[src/rtl/mem_loader.sv]
// mem_loader: bus initiator that fills program RAM from the board switches
// while the CPU is halted. Each debounced A1 press writes byte D to the
// next RAM address and advances the load pointer.
// Build option: define LOADER_VERIFY_EN to add the RD/CHK readback states
// and a functional sticky err flag; otherwise read/err are tied low.
module mem_loader #(
    parameter int ADDR_W     = 16,
    parameter int DATA_W     = 8,
    parameter int MEM_DEPTH  = 256,
    parameter int DEB_CYCLES = 4,
    parameter int READ_LAT   = 1
) (
    input  logic              clk,
    input  logic              rst,
    input  logic              en,
    input  logic              clr,
    input  logic              A1,
    input  logic [DATA_W-1:0] D,
    input  logic [DATA_W-1:0] data_in,
    output logic [ADDR_W-1:0] addr,
    output logic [DATA_W-1:0] data_out,
    output logic              write,
    output logic              read,
    output logic              busy,
    output logic              done,
    output logic              err,
    output logic [7:0]        ptr
);

    localparam int             DBW      = $clog2(DEB_CYCLES + 1);
    localparam logic [DBW-1:0] DEB_LAST = DBW'(DEB_CYCLES - 1);
    localparam logic [7:0]     PTR_LAST = 8'(MEM_DEPTH - 1);

    typedef enum logic [2:0] {
        S_IDLE,
        S_WR,
        S_RD,
        S_CHK,
        S_FULL
    } state_t;

    state_t            r_state;
    state_t            w_next;
    logic              r_a1_s1;
    logic              r_a1_s2;
    logic              r_a1_deb;
    logic [DBW-1:0]    r_deb_cnt;
    logic              r_pulse;
    logic [7:0]        r_ptr;
    logic [DATA_W-1:0] r_data_out;
    logic              r_done;
    logic              w_last;
    logic              w_commit;

    assign w_last = (r_ptr == PTR_LAST);

    // Synchronise A1, require DEB_CYCLES of stable level, pulse on the accepted rising edge
    // NOTE: sequential state uses non-blocking assignments so every flop samples pre-edge values.
    always_ff @(posedge clk or negedge rst) begin
        if (!rst) begin
            r_a1_s1   <= 1'b0;
            r_a1_s2   <= 1'b0;
            r_a1_deb  <= 1'b0;
            r_deb_cnt <= '0;
            r_pulse   <= 1'b0;
        end else begin
            r_a1_s1 <= A1;
            r_a1_s2 <= r_a1_s1;
            r_pulse <= 1'b0;
            if (r_a1_s2 == r_a1_deb) begin
                r_deb_cnt <= '0;
            end else if (r_deb_cnt == DEB_LAST) begin
                r_a1_deb  <= r_a1_s2;
                r_deb_cnt <= '0;
                r_pulse   <= r_a1_s2;
            end else begin
                r_deb_cnt <= r_deb_cnt + 1'b1;
            end
        end
    end

`ifdef LOADER_VERIFY_EN
    localparam int             RDW     = $clog2(READ_LAT + 1);
    localparam logic [RDW-1:0] RD_LAST = RDW'(READ_LAT - 1);

    logic [RDW-1:0] r_rd_cnt;
    logic           r_err;

    // The byte is counted only once its readback has been checked
    assign w_commit = (r_state == S_CHK);
    assign err      = r_err;

    // Count read-latency cycles spent in RD
    always_ff @(posedge clk or negedge rst) begin
        if (!rst) begin
            r_rd_cnt <= '0;
        end else if (r_state == S_RD) begin
            r_rd_cnt <= r_rd_cnt + 1'b1;
        end else begin
            r_rd_cnt <= '0;
        end
    end

    // Sticky readback mismatch flag, cleared only by clr or reset
    always_ff @(posedge clk or negedge rst) begin
        if (!rst) begin
            r_err <= 1'b0;
        end else if (en && clr) begin
            r_err <= 1'b0;
        end else if (en && r_state == S_CHK && data_in != r_data_out) begin
            r_err <= 1'b1;
        end
    end
`else
    logic w_unused_data_in;

    // Without readback the byte is counted as soon as it is written
    assign w_commit         = (r_state == S_WR);
    assign err              = 1'b0;
    assign w_unused_data_in = ^data_in;
`endif

    // FSM state register; reset drops write/read asynchronously
    always_ff @(posedge clk or negedge rst) begin
        if (!rst) begin
            r_state <= S_IDLE;
        end else begin
            r_state <= w_next;
        end
    end

    // Next-state and strobe decode; en low or clr forces IDLE
    // NOTE: every signal written here gets a default first so no latch is inferred.
    always_comb begin
        w_next = r_state;
        write  = 1'b0;
        read   = 1'b0;
        busy   = 1'b1;
        case (r_state)
            S_IDLE: begin
                busy = 1'b0;
                // A loader that filled up and was then disabled returns to FULL
                if (r_done) begin
                    w_next = S_FULL;
                end else if (r_pulse) begin
                    w_next = S_WR;
                end
            end
            S_WR: begin
                write = 1'b1;
`ifdef LOADER_VERIFY_EN
                w_next = S_RD;
`else
                w_next = w_last ? S_FULL : S_IDLE;
`endif
            end
            S_RD: begin
`ifdef LOADER_VERIFY_EN
                read = 1'b1;
                if (r_rd_cnt == RD_LAST) begin
                    w_next = S_CHK;
                end
`else
                w_next = S_IDLE;
`endif
            end
            S_CHK: begin
                w_next = w_last ? S_FULL : S_IDLE;
            end
            S_FULL: begin
                busy   = 1'b0;
                w_next = S_FULL;
            end
            default: begin
                w_next = S_IDLE;
            end
        endcase
        if (!en || clr) begin
            w_next = S_IDLE;
        end
    end

    // Load pointer, captured byte and done flag; clr beats a same-cycle pulse
    always_ff @(posedge clk or negedge rst) begin
        if (!rst) begin
            r_ptr      <= 8'd0;
            r_data_out <= '0;
            r_done     <= 1'b0;
        end else if (en) begin
            if (clr) begin
                r_ptr  <= 8'd0;
                r_done <= 1'b0;
            end else begin
                if (r_state == S_IDLE && !r_done && r_pulse) begin
                    r_data_out <= D;
                end
                if (w_commit) begin
                    if (w_last) begin
                        r_done <= 1'b1;
                    end else begin
                        r_ptr <= r_ptr + 8'd1;
                    end
                end
            end
        end
    end

    assign ptr      = r_ptr;
    assign addr     = ADDR_W'(r_ptr);
    assign data_out = r_data_out;
    assign done     = r_done;

endmodule
[config.mk]
export PLATFORM = sky130hd
export DESIGN_NAME = mem_loader
export DESIGN_NICKNAME = d
export VERILOG_FILES = /design/src/rtl/mem_loader.sv
export SDC_FILE = /design/constraint.sdc
export NUM_CORES = 1
export LEC_CHECK = 0
export CAP_MARGIN = 5
export CORE_ASPECT_RATIO = 2
export CORE_MARGIN = 4
export CORE_UTILIZATION = 45
export DETAILED_ROUTE_END_ITERATION = 12
export PLACE_DENSITY = 0.89
export SYNTH_ARGS = -nofsm -noshare
export SYNTH_HDL_FRONTEND = slang
export SYNTH_SLANG_ARGS = --single-unit
export TNS_END_PERCENT = 5
[constraint.sdc]
create_clock -name clk -period 2.3 [get_ports clk]
set_clock_uncertainty 0.1 [all_clocks]
set_input_delay 0.46 -clock clk [delete_from_list [all_inputs] [get_ports clk]]
set_output_delay 0.46 -clock clk [all_outputs]
set_load 0.005 [all_outputs]
# After elaboration in Yosys (flattened, before gate mapping)
# Cells that the tools add are included.
[totals] register_bits=27 output_inout_bits=37 input_bits=21
[op_classes] muxes=17 addsub=2 bitwise=2 eq_ne=8 reduce_logical=14
[op_table] cell="8-bit 2-to-1 mux" count=3
[op_table] cell="3-bit 2-to-1 mux" count=6
[op_table] cell="3-bit case mux with 3 select lines" count=1
[op_table] cell="3-bit AND reduction" count=3
[op_table] cell="8-bit by 1-bit adder with 8-bit output (second input constant)" count=1
[op_table] cell="8-bit equality test (second input constant)" count=1
[op_table] cell="1-bit 2-to-1 mux" count=7
[op_table] cell="3-bit by 2-bit equality test with 1-bit output (second input constant)" count=2
[op_table] cell="4-bit != test (second input constant)" count=1
[op_table] cell="2-bit nonzero test" count=2
[op_table] cell="2-bit OR reduction" count=2
[op_table] cell="3-bit by 1-bit adder with 3-bit output (second input constant)" count=1
[op_table] cell="3-bit by 1-bit equality test with 1-bit output (second input constant)" count=1
[op_table] cell="3-bit equality test (second input constant)" count=1
[op_table] cell="3-bit zero test" count=1
[op_table] cell="1-bit logical AND" count=2
[op_table] cell="1-bit zero test" count=2
[op_table] cell="2-bit != test (second input constant)" count=1
[op_table] cell="1-bit inverter" count=2
[op_table] cell="2-bit AND reduction" count=1
[op_table] cell="1-bit equality test" count=1
[op_table] cell="1-bit logical OR" count=1

# Depth between registers and ports, before layout
# Gate-level depths: netlist (run 1).
[depth] depth_word=4 mapped_depth=5 mapped_depth_nobuf=5

# Least setup slack after synthesis (run 1)
# Ideal clock, no wire load.
[synth_path] path_type="input to register" from="input port clr" to="register r_data_out[5] (netlist: data_out[5])" path_slack_ps=665 required_time_ps=2072 arrival_ps=1408 path_stages=5 setup_time_ps=128 cell_sequence="buf_2 -> nand2b_4 -> nor3b_2 -> nand2_2 -> mux2_1"
[synth_via] elab_chain_cells=2
[synth_lines] element="start: declaration" line_no="16" text="input logic clr,"
[synth_lines] element="1-bit inverter (no source line)"
[synth_lines] element="3-bit AND reduction (no source line)"
[synth_lines] element="end signal: assignment" line_no="187" text="r_data_out <= '0;"
[synth_lines] element="end signal: assignment" line_no="195" text="r_data_out <= D;"
[synth_lines] element="end: declaration" line_no="50" text="logic [DATA_W-1:0] r_data_out;"
# Every way passes these cells.
# A chain may end at the register's enable or synchronous reset.

# Worst setup path in the final report (run 1)
[layout_path] from="register r_state[2]" to="output port write"
[layout_via] elab_chain_cells=2
[layout_lines] element="start: declaration" line_no="42" text="state_t r_state;"
[layout_lines] element="start signal: assignment" line_no="128" text="r_state <= w_next;"
[layout_lines] element="3-bit by 1-bit equality test with 1-bit output" line_no="139" text="case (r_state)"
[layout_lines] element="1-bit 2-to-1 mux" line_no="139"
[layout_lines] element="end: declaration" line_no="22" text="output logic write,"
# Every way passes these cells.

==> out/results.txt, run 1 <==
Vias in the first global route: 1082
Post-CTS Setup Bufs: 0
H-Tree Level Count: 1
Most frequent cell after synthesis: dfrtp_1
Critical path required time: 1.74 ns
Routed vias: 993
DR iter-0 viols: 12
Final setup violation count: 0
Post-synthesis sequential area ratio: 0.488
Hold worst-path end: r_a1_s2
Worst Setup Start Kind: flop
DRC: 0
Total gr overflow: 0
Fmax: 466 MHz
Max-cap violations: 0
N_diodes: 0
Endpoints failing hold: 0
# IOs: 58
Worst hold path type: reg2reg
CP Cell Sequence: and2b_1 -> clkdlybuf4s50_1
HPWL Detailed: 2040 microns
Slowest cell on crit path: clkdlybuf4s50_1
Post-synth design cell area: 1330 sq um
Final net count: 174
Layout Utilization: 0.614
CTS Buf Count: 3
Outcome: complete, no violations
Global-route wire length before repair: 4420 microns
Initial antenna violation count: 0
PwrDens: 765 nW/um^2
Setup TNS: 0 ns
Overall Global Routing Usage: 0.149
Clk sinks: 26
Ys async rst share: 1.00
Routed wire length: 2630 microns
CP peak stage delay: 0.56 ns
Post_cts resized: 0
Core ar.: 2800 sq um
R2r endpoint: ptr[1]
Clock buffer depth: 2
CTS tree: done
GPL Wtd Cong: 0.815
Final ANT Viol Nets: 0
Synthesized flop and latch total: 26
Routed vias/inst: 5.55
CTS Hold Buffers Added: 0
Die area: 3950 sq um
Syn Inst Count: 117
Wirelength per Cell: 14.7 microns
Worst-path maximum fanout: 7
Power Total: 1.32 mW
Ys flop type: dfrtp_1
Number of synthesized flops with an enable pin: 0
Crit-path leading delay family: buffers and inverters
Layout cells sized above 1: 0.127
Drt pass-1 iters: 5
Worst reg-to-reg setup slack: 0.53 ns
Port buffer count: 39
Clock root cell: clkbuf_8
Critical path buffers and inverters: 1
Die W: 46.5 microns
Hold Path Origin: r_a1_s1
Ys Warns: 0
VDD IR max: 0.000569 V
Reg2reg start: ptr[1]
Hold Crit Depth: 0
RSZ-0062 raised after global routing: false
Yosys cell types: 44
Site Rows: 27
Clock latency on the worst-skew pair: 0.27 ns
Final Max Tran Viols: 0
Largest net degree at the start of global routing: 27
CTS clk-pin slew, worst paths: 0.09 ns
Worst setup path class: reg2out
Period utilization: 0.933
Setup crit end kind: output port
Die H: 85.0 microns
R2R cell count: 5
Initial core utilization: 0.476
Minimum clock period: 2.15 ns
Area overhead of the layout relative to synthesis: 29.2%
Top post-synthesis cells by count: dfrtp_1, buf_4, mux2_2, a21oi_1, nor2_1
Synth top area share: 0.488
Post-Syn Area per Cell: 11.4 sq um
Yosys top cell by area: dfrtp_1
Top post-synthesis cells by area: dfrtp_1, buf_4, mux2_2
Crit path arrival time: 1.59 ns
Leak: 0.767 nW
-- worst max-delay path by stage --
stage,start,end,cells past startpoint
detailed placement,en,data_out[6],5
floorplan,clr,data_out[5],5
global route,r_state[2],write,2
finish,r_state[2],write,2
global placement,en,data_out[6],5
CTS,r_state[2],write,2
-- sequential cells by signal, indices dropped and copies added (netlist names) --
register / flops
r_pulse: 1
r_deb_cnt: 3
r_a1_s1: 1
r_a1_s2: 1
r_a1_deb: 1
data_out: 8
done: 1
ptr: 8
r_state: 2
-- power by group --
| part | internal, mW | switching (mW) | total (mW) | leakage (nW) |
|---|---|---|---|---|
| Sequential | 0.547 | 0.0616 | 0.609 | 0.349 |
| Clock | 0.233 | 0.138 | 0.371 | 0.0357 |
| Combinational | 0.228 | 0.110 | 0.338 | 0.383 |
| Total | 1.01 | 0.310 | 1.32 | 0.767 |
-- metrics by stage --
stage / setup WS (ns) / cell area (sq um) / std cells / hold WS [ns]
global route: 0.106 / 1720 / 179 / 0.287
CTS: 0.158 / 1720 / 179 / 0.264
detailed placement: 0.0993 / 1650 / 175 / 0.243
finish: 0.153 / 1720 / 179 / 0.263
floorplan: 0.665 / 1370 / 126 / 0.0644
global placement: 0.142 / 1650 / 175 / 0.236
-- cells by family after synthesis --
kind of cell,after synthesis,share of synthesized area
adder cells (fa/ha/maj),2,0.0188
AND/OR/NAND/NOR,35,0.173
XOR/XNOR,2,0.0131
AO/OA/AOI/OAI,18,0.0994
other,1,0.00281
multiplexers,9,0.0760
flip-flops,26,0.488
buffers and inverters,24,0.129
-- worst register-to-register path, stage by stage, from the launching register on --
cell	delay (ns)
dfrtp_1	0.46
ha_1	0.25
nand3_1	0.12
nor2_1	0.35
nor4b_1	0.11
a221o_1	0.28
-- cells in the final DEF, fill, tap and decap left out, drive strengths merged, types with 2 or more instances in the layout --
cell type | Yosys | routed
clkdlybuf4s50 | 0 | 39
dfrtp | 26 | 26
conb | 1 | 10
mux2 | 9 | 9
nor2 | 6 | 6
a21oi | 6 | 6
o21ai | 5 | 5
or3 | 4 | 4
nand3 | 3 | 3
clkbuf | 1 | 3
buf | 20 | 3
nor3b | 3 | 3
nand2 | 3 | 3
nor2b | 2 | 2
inv | 2 | 2
o2111ai | 2 | 2
ha | 2 | 2
nand2b | 2 | 2
nand4 | 2 | 2
-- layout make-up --
type	count	area [sq um]
clock buffer	3	41.3
clock inverter	1	30.0
fill	230	1080
inverter	2	7.51
multi-input combinational	76	544
sequential	26	651
tap	29	36.3
timing repair buffer	42	413
-- routing by layer --
metal  up-vias  GRT usage  wire, microns
met5         -          0              0
met2        43      0.276           1440
met1       484      0.134            901
met4         0     0.0622             57
met3         8     0.0467            228
li1        458          -              -
Power figures use the tool's default switching activity.
==> inputs of run 2 (changes only) <==
--- a/config.mk
+++ b/config.mk
@@ -5,8 +5,7 @@
 export SDC_FILE = /design/constraint.sdc
 export NUM_CORES = 1
 export LEC_CHECK = 0
-export CAP_MARGIN = 5
-export CORE_ASPECT_RATIO = 2
+export CORE_ASPECT_RATIO = 0.75
 export CORE_MARGIN = 4
 export CORE_UTILIZATION = 45
 export DETAILED_ROUTE_END_ITERATION = 12
==> constraint.sdc (replaced) <==
create_clock -name clk -period 2.3 [get_ports clk]
set_clock_uncertainty 0.1 [all_clocks]
set_input_delay 0.46 -clock clk [delete_from_list [all_inputs] [get_ports clk]]
set_output_delay 0.46 -clock clk [all_outputs]
set_load 0.05 [all_outputs]
==> out/results.txt, run 2 (synthesis results as in run 1) <==
Worst-Margin Slew: 0.511 ns
Die H: 55.2 microns (-35%)
GPL Wtd Cong: 0.813 (-0.25%)
Final Non-Filler Cells: 185 (+3.4%)
Commonest non-fill, non-tap cell in the layout: clkdlybuf4s50_1
Clock latency on the worst-skew pair: 0.27 ns (about the same)
Area overhead of the layout relative to synthesis: 27.4%
Wirelength per Cell: 14.5 microns (-0.99%)
Leak: 0.755 nW (-1.6%)
Initial core utilization: 0.490 (+0.0142)
HPWL Detailed: 2100 microns (+2.8%)
Total gr overflow: 0 (unchanged)
Critical path required time: 1.74 ns (about the same)
Post_cts resized: 0 (unchanged)
Switching part of the total: 0.400 (+0.165)
DRC: 0 (unchanged)
Hold worst-path end: r_a1_s2
RSZ-0062 raised after global routing: false
Site Rows: 16 (-41%)
Core ar.: 2720 sq um (-2.9%)
# IOs: 58 (unchanged)
Cells after DPL: 182 (+4.0%)
Hold Crit Depth: 0 (unchanged)
Port buffer count: 39 (unchanged)
Max-cap violations: 0 (unchanged)
N_diodes: 0 (unchanged)
Global-route wire length before repair: 4380 microns (-0.93%)
Fmax: 454 MHz (-2.6%)
Crit-path leading delay family: buffers and inverters
Drt pass-1 iters: 4 (-1)
CTS Buf Count: 3 (unchanged)
Final Max Tran Viols: 0 (unchanged)
P_int: 0.894 mW (-11%)
Slew HR: 0.658
Period utilization: 0.958 (+0.0247)
Worst reg-to-reg setup slack: 0.55 ns (+0.02 ns)
Setup WS post-layout: 0.0963 ns (-0.0567 ns)
Setup crit end kind: output port
Clock share of power: 0.164 (-0.118)
Slowest cell on crit path: clkdlybuf4s50_1
Routed vias: 966 (-2.7%)
CTS tree: done
CP peak stage delay: 0.87 ns (+0.31 ns)
Overall Global Routing Usage: 0.146 (-0.00267)
Crit path arrival time: 1.64 ns (+0.05 ns)
Most frequent cells in the layout: clkdlybuf4s50_1, dfrtp_1, conb_1
CTS Hold Buffers Added: 0 (unchanged)
Setup TNS: 0 ns (unchanged)
Final net count: 174 (unchanged)
PwrDens: 877 nW/um^2 (+15%)
Critical path buffers and inverters: 1 (unchanged)
Largest net degree at the start of global routing: 27 (unchanged)
Worst hold path type: reg2reg
Routed wire length: 2690 microns (+2.3%)
Vias in the first global route: 906 (-16%)
Post-CTS Setup Bufs: 0 (unchanged)
Final setup violation count: 0 (unchanged)
R2R cell count: 5 (unchanged)
Outcome: complete, no violations
Clk sinks: 26 (unchanged)
Final ANT Viol Nets: 0 (unchanged)
Reg2reg start: ptr[1]
Combinational share of power: 0.427 (+0.170)
Layout cells sized above 1: 0.128 (+0.000850)
Die area: 3910 sq um (-1.1%)
CTS clk-pin slew, worst paths: 0.08 ns (about the same)
Worst Setup Start Kind: flop
Die W: 70.9 microns (+52%)
Pre-CTS setup slack: 0.0802 ns (-0.0191 ns)
CP Cell Sequence: clkdlybuf4s50_1
Clock root cell: clkbuf_8
R2r endpoint: ptr[1]
Register share of total power: 0.408 (-0.054)
Endpoints failing hold: 0 (unchanged)
Minimum clock period: 2.20 ns (+0.0567 ns)
P_sw: 0.596 mW (+92%)
H-Tree Level Count: 1 (unchanged)
Clock buffer depth: 2 (unchanged)
Routed vias/inst: 5.22 (-5.9%)
Worst setup path class: reg2out
DR iter-0 viols: 72 (+60)
VDD IR max: 0.000436 V (-23%)
FILL cells: 221 (-3.9%)
Worst-path maximum fanout: 8 (+1)
Hold Path Origin: r_a1_s1
Initial antenna violation count: 0 (unchanged)
run 2: power by group through the flow:
stage	registers, mW	clock network [mW]	logic (mW)
after floorplan	0.836	0	0.224
after global placement	0.608	0	0.626
after detailed placement	0.619	0	0.643
after CTS	0.609	0.254	0.644
after global routing	0.621	0.273	0.665
final	0.608	0.245	0.637
run 2: worst max-delay path by stage:
stage	startpoint	endpoint	slack, ns	cells past startpoint
5_1_grt	ptr[5]	addr[5]	0.03	1
4_1_cts	ptr[5]	addr[5]	0.09	1
3_3_place_gp	en	data_out[6]	0.13	5
2_1_floorplan	ptr[1]	ptr[1]	0.41	5
6_report	ptr[5]	addr[5]	0.1	1
3_5_place_dp	en	data_out[6]	0.08	5
run 2: layer usage:
layer  up-vias  GRT usage  share of wire
met5         -          0              0
met4         0     0.0188         0.0041
met3         2     0.0542          0.072
met2        31      0.269           0.52
met1       477      0.171           0.40
li1        456          -              -
run 2: area by class of cell:
type | count | area, sq um | share of cell area
inverter | 2 | 7.51 | 0.00442
tap | 36 | 45.0 | 0.0265
multi-input combinational | 76 | 544 | 0.320
timing repair buffer | 42 | 410 | 0.242
clock buffer | 3 | 41.3 | 0.0243
sequential | 26 | 651 | 0.383
run 2: per-stage QoR:
| stage | util | power (mW) | hold slack, ns | area, sq um |
|---|---|---|---|---|
| after global routing | 0.624 | 1.56 | 0.268 | 1700 |
| final | 0.624 | 1.49 | 0.259 | 1700 |
| after global placement | 0.609 | 1.23 | 0.235 | 1660 |
| after floorplan | - | 1.06 | 0.0644 | 1370 |
| after CTS | 0.624 | 1.51 | 0.264 | 1700 |
| after detailed placement | 0.609 | 1.26 | 0.245 | 1660 |
